[config.mk]
export PLATFORM = sky130hd
export DESIGN_NAME = embed_fetch
export DESIGN_NICKNAME = d
export VERILOG_FILES = /design/src/rtl/tensor_core_pkg.sv /design/src/rtl/embed_fetch.sv
export SDC_FILE = /design/constraint.sdc
export NUM_CORES = 1
export LEC_CHECK = 0
export ABC_AREA = 0
export BUFFER_PORTS_ARGS = -buffer_cell sky130_fd_sc_hd__buf_2
export CORE_MARGIN = 2
export CORE_UTILIZATION = 33
export DETAILED_ROUTE_END_ITERATION = 6
export GPL_ROUTABILITY_DRIVEN = 0
export GPL_TIMING_DRIVEN = 0
export PLACE_DENSITY = 0.66
export SYNTH_ARGS = -nofsm -noshare
export SYNTH_HDL_FRONTEND = slang
export SYNTH_SLANG_ARGS = --single-unit
[constraint.sdc]
create_clock -name clk -period 2.1 [get_ports clk]
set_clock_uncertainty 0.2 [all_clocks]
set_input_delay 0.42 -clock clk [delete_from_list [all_inputs] [get_ports clk]]
set_output_delay 0.42 -clock clk [all_outputs]
set_load 0.02 [all_outputs]
[src/rtl/tensor_core_pkg.sv]
// rtl/tensor_core_pkg.sv - shared types and default widths for the tensor core fetch path
package tensor_core_pkg;

  localparam int DEF_DATA_WIDTH = 8;
  localparam int DEF_ADDR_WIDTH = 4;
  localparam int DEF_VEC_LEN    = 4;

  typedef enum logic [1:0] {
    IDLE  = 2'd0,
    READ  = 2'd1,
    DRAIN = 2'd2,
    HOLD  = 2'd3
  } fetch_state_t;

  typedef logic [DEF_DATA_WIDTH-1:0] word_t;

endpackage

[src/rtl/embed_fetch.sv]
// rtl/embed_fetch.sv - token-to-vector fetch: reads VEC_LEN sram words per token id
// Issue and capture overlap; a one-cycle delayed strobe lands each sram word in its slot.
module embed_fetch
  import tensor_core_pkg::*;
#(
  parameter int DATA_WIDTH = DEF_DATA_WIDTH,
  parameter int ADDR_WIDTH = DEF_ADDR_WIDTH,
  parameter int VEC_LEN    = DEF_VEC_LEN,
  localparam int TOK_WIDTH = ADDR_WIDTH - $clog2(VEC_LEN)
) (
  input  logic                          clk,
  input  logic                          rst_n,
  input  logic                          tok_valid,
  output logic                          tok_ready,
  input  logic [TOK_WIDTH-1:0]          tok_id,
  output logic                          sram_cs,
  output logic                          sram_we,
  output logic [ADDR_WIDTH-1:0]         sram_addr,
  output logic [DATA_WIDTH-1:0]         sram_din,
  input  logic [DATA_WIDTH-1:0]         sram_dout,
  output logic                          vec_valid,
  input  logic                          vec_ready,
  output logic [VEC_LEN*DATA_WIDTH-1:0] vec_data
);

  localparam int IDX_W = $clog2(VEC_LEN);
  localparam logic [IDX_W-1:0] LAST_IDX = IDX_W'(VEC_LEN - 1);

  fetch_state_t          state;
  logic [TOK_WIDTH-1:0]  tok_q;
  logic [IDX_W-1:0]      idx;
  logic [IDX_W-1:0]      idx_d;
  logic                  issue_d;
  logic [ADDR_WIDTH-1:0] addr_q;

  assign tok_ready = (state == IDLE);
  assign vec_valid = (state == HOLD);
  assign sram_cs   = (state == READ);
  assign sram_we   = 1'b0;
  assign sram_din  = '0;
  // addr_q keeps the last issued address visible while the sram is deselected
  assign sram_addr = sram_cs ? {tok_q, idx} : addr_q;

  always_ff @(posedge clk or negedge rst_n) begin
    if (!rst_n) begin
      state  <= IDLE;
      tok_q  <= '0;
      idx    <= '0;
      addr_q <= '0;
    end else begin
      case (state)
        IDLE: begin
          if (tok_valid) begin
            tok_q <= tok_id;
            idx   <= '0;
            state <= READ;
          end
        end
        READ: begin
          addr_q <= {tok_q, idx};
          idx    <= idx + 1'b1;
          if (idx == LAST_IDX) state <= DRAIN;
        end
        DRAIN: state <= HOLD;
        HOLD: begin
          if (vec_ready) state <= IDLE;
        end
        default: state <= IDLE;
      endcase
    end
  end

  always_ff @(posedge clk or negedge rst_n) begin
    if (!rst_n) begin
      issue_d  <= 1'b0;
      idx_d    <= '0;
      vec_data <= '0;
    end else begin
      issue_d <= sram_cs;
      idx_d   <= idx;
      if (issue_d) vec_data[idx_d*DATA_WIDTH +: DATA_WIDTH] <= sram_dout;
    end
  end

endmodule

==> flow_metrics.py <==
metrics = {
    "floorplan": {
        "boundaryPins": 62,
        "initial_core_util_pct": 34.2,
        "die-width_um": 79.8,
        "design.die.area_um2": 6370,
        "total_core_area_um2": 5540,
        "die_height_um": 79.8,
        "placementRows": 27,
    },
    "final_layout": {
        "fillers": 543,
        "design_area_um2": 2530,
        "area_growth_syn_to_layout_pct": 33.5,
        "stdcell_count": 287,
        "postLayoutCoreUtil_pct": 45.7,
        "post_route_cells_drive_above_1_share_pct": 46.0,
        "nNetsFinal": 239,
        "antenna_cells": 0,
    },
    "global_route": {
        "antenna_violations_before_repair": 0,
        "first_global_vias": 1350,
        "gr-usage-all-layers_pct": 13.1,
        "gr-total-overflow": 0,
        "pin_count_of_the_biggest_net_entering_global_routing": 46,
        "wire_length_of_the_first_global_routing_pass_um": 6460,
    },
    "clock_tree": {
        "cts.path.max_buffers": 2,
        "insertion_delay_ns": 0.29,
        "clk_transition_reported_paths_ns": 0.08,
        "htree_levels": 2,
        "clock_tree_from_tritoncts": "built",
        "cts_root_buf": "sky130_fd_sc_hd__clkbuf_8",
        "postCtsHoldBufs": 0,
        "cts-buffers-inserted": 5,
        "cts.sinks": 45,
    },
    "synthesis": {
        "synth-edff-count": 0,
        "synth_ff_type": "sky130_fd_sc_hd__dfrtp_1",
        "syn-cell-area_um2": 1900,
        "asyncSetResetFlopFracSynth_pct": 100,
        "part_of_the_yosys_area_used_for_sequential_elements_pct": 59.4,
        "synth_cell_types": 22,
        "yosysWarnings": 0,
        "gate_count_post_synth": 136,
        "synthesis.area_per_instance_um2": 13.9,
        "synth.ff_latch_count": 45,
    },
    "run_status": {
        "run_status": "finished, final reports clean",
    },
    "sta": {
        "maxClockFrequency_mhz": 486,
        "relSlewSlack_pct": 34.5,
        "finalWorstPathRequiredPeriod_ns": 2.06,
        "finalSetupViolCount": 0,
        "unrepaired_setup_endpoints_after_global_routing": "true",
        "total_negative_setup_slack_ns": 0,
        "timing_hold_violations_final": 0,
        "worst_slew_pin_slew_ns": 0.982,
        "final_min_period_over_clock_period_pct": 97.9,
        "fin_ws_ns": 0.0445,
        "slew_violations": 0,
    },
    "job": {
        "max-cap-violations": 0,
    },
    "detailed_routing": {
        "dr.pass1.iters": 4,
        "avgViaCountPerCell": 4.73,
        "routed_wl_um": 4020,
        "routed_wire_length_per_instance_um": 14.0,
        "route.layer.met1.wl_um": 1700,
        "routed-wl-met2_um": 2010,
        "vias": 1357,
        "routed.top_layer": "met4",
        "postRouteAntennaNets": 0,
        "first_iter_violations": 76,
        "detailroute.wirelength.met3_um": 276,
        "drcViolationCount": 0,
    },
    "worst_hold_path": {
        "hold_path.class": "primary input to async pin",
    },
    "setup_path": {
        "critPathBufInv": 2,
        "timing.critical_path.required_ns": 1.48,
        "worst-path-max-fanout": 7,
        "worst-endpoint-arrival_ns": 1.44,
        "cp-start-kind": "register",
        "setup.worst_path.class": "register to output pin",
        "path_cells": "inv_2 -> ha_4 -> mux2_4 -> buf_4",
        "path_delay_family": "flip-flops",
        "worst_path_max_delay_cell": "sky130_fd_sc_hd__dfrtp_1",
        "cp_slowest_stage_delay_ns": 0.39,
        "critical_path.endpoint_type": "output pin",
    },
    "pwr": {
        "power.share.switching_pct": 38.5,
        "power.density_nw_per_um2": 1610,
        "pwr-share-seq_pct": 35.8,
        "leakage_nw": 1.34,
        "clock_network_fraction_of_design_power_pct": 15.3,
        "power_switching_mw": 1.57,
        "ir_worst_vdd_v": 0.000863,
        "p_comb_share_pct": 48.9,
        "internal_power_mw": 2.51,
    },
    "placed_design": {
        "placedInstanceArea_um2": 2280,
        "placedCellCount": 268,
        "placement.setup.worst_slack_ns": -0.136,
        "dp.final_hpwl_um": 2820,
        "portBuffers": 52,
    },
}
through the flow:
step,hold slack [ns],power [mW]
floorplan,-0.0756,2.66
global placement,0.216,3.16
detailed placement,0.226,3.20
CTS,0.122,4.01
global route,0.161,4.34
finish,0.0826,4.08
layout by cell type (no fill, tap or decap):
master / instances
sky130_fd_sc_hd__ha_1: 8
sky130_fd_sc_hd__mux2_4: 4
sky130_fd_sc_hd__conb_1: 9
sky130_fd_sc_hd__nand2_2: 1
sky130_fd_sc_hd__nor4_2: 1
sky130_fd_sc_hd__inv_2: 1
sky130_fd_sc_hd__nand2_1: 6
sky130_fd_sc_hd__mux2i_1: 2
sky130_fd_sc_hd__buf_6: 3
sky130_fd_sc_hd__and4_1: 1
sky130_fd_sc_hd__nor3_2: 1
sky130_fd_sc_hd__buf_4: 23
sky130_fd_sc_hd__nand2b_1: 3
sky130_fd_sc_hd__inv_1: 5
sky130_fd_sc_hd__o21ai_0: 1
sky130_fd_sc_hd__buf_2: 49
sky130_fd_sc_hd__bufinv_16: 1
sky130_fd_sc_hd__clkbuf_8: 5
sky130_fd_sc_hd__dfrtp_2: 1
sky130_fd_sc_hd__ha_2: 1
sky130_fd_sc_hd__ha_4: 1
sky130_fd_sc_hd__nor2_1: 3
sky130_fd_sc_hd__o221a_2: 1
sky130_fd_sc_hd__clkinv_2: 1
sky130_fd_sc_hd__nor4_4: 1
sky130_fd_sc_hd__mux2_2: 3
sky130_fd_sc_hd__a22o_1: 32
sky130_fd_sc_hd__nand3_1: 1
sky130_fd_sc_hd__nor4b_4: 1
sky130_fd_sc_hd__dfrtp_1: 44
sky130_fd_sc_hd__a32o_1: 1
final timing paths:
kind                           start            to  slack (ns)  depth (start not counted)
max                         state[1]  sram_addr[0]        0.04                          4
min                            rst_n  vec_data[30]        0.08                          1
max reg2reg                 idx_d[0]  vec_data[21]        0.15                          6
min reg2reg                   idx[1]      idx_d[1]        0.25                          0
max in group asynchronous      rst_n      idx_d[0]        0.95                          1
min in group clk           tok_id[0]      tok_q[0]        0.17                          2
Yosys cell counts (2+ instances only):
master                     instances  area (um2)
sky130_fd_sc_hd__dfrtp_1          45        1130
sky130_fd_sc_hd__buf_2             2        10.0
sky130_fd_sc_hd__mux2_2            7        78.8
sky130_fd_sc_hd__nand2_1           6        22.5
sky130_fd_sc_hd__a22o_1           32         280
sky130_fd_sc_hd__inv_1             6        22.5
sky130_fd_sc_hd__mux2i_1           2        20.0
sky130_fd_sc_hd__nand2b_1          3        18.8
sky130_fd_sc_hd__ha_1             10         125
sky130_fd_sc_hd__buf_4             9        67.6
sky130_fd_sc_hd__nor2_1            3        11.3
state kept, by name (all words and copies together) (netlist names):
name and flops:
tok_q 2, state 2, addr_q 4, idx_d 2
idx 2, issue_d 1, vec_data 32
power groups by stage:
stage / clock [mW] / sequential, mW / combinational, mW
2_1_floorplan: 0 / 1.77 / 0.894
3_3_place_gp: 0 / 1.48 / 1.68
3_5_place_dp: 0 / 1.48 / 1.72
4_1_cts: 0.640 / 1.47 / 1.90
5_1_grt: 0.687 / 1.51 / 2.15
6_report: 0.624 / 1.46 / 1.99
area by class of cell:
cell class	instances	area, um2	area share, %
Tap cell	72	90.1	3.56
Timing Repair Buffer	65	379	15.0
Buffer	10	72.6	2.87
Clock buffer	5	68.8	2.72
Multi-Input combinational cell	82	734	29.0
Inverter	6	22.5	0.890
Clock inverter	2	35.0	1.38
Sequential cell	45	1130	44.6
worst register-to-register path: stages, from the launching register on:
cell and delay, ns:
sky130_fd_sc_hd__dfrtp_2 0.43, sky130_fd_sc_hd__inv_1 0.10, sky130_fd_sc_hd__ha_1 0.40, sky130_fd_sc_hd__nand2b_1 0.17
sky130_fd_sc_hd__nor4_4 0.30, sky130_fd_sc_hd__buf_4 0.18, sky130_fd_sc_hd__a22o_1 0.12
logic make-up (layout without fill, tap and decap cells):
group,Yosys count,after routing,share of synthesized area (%)
AOI/OAI and AO/OA,35,35,16.2
buffers and inverters,17,88,5.28
DFF,45,45,59.4
muxes,9,9,5.21
other,1,9,0.198
adders and majority gates,10,10,6.60
and+or+nand+nor,19,19,7.13
layer usage:
| metal | GRT usage [%] | up-vias |
|---|---|---|
| met2 | 21.1 | 46 |
| met4 | 3.73 | 0 |
| li1 | - | 642 |
| met5 | 0 | - |
| met3 | 3.73 | 5 |
| met1 | 17.2 | 664 |
what timing repair did:
action,4_1_cts,5_1_grt
resized for setup,15,4
setup buffers,6,7
setup endpoints to repair,24,19
pin swaps,2,1
Note: power is estimated with default switching activity, not from simulation.
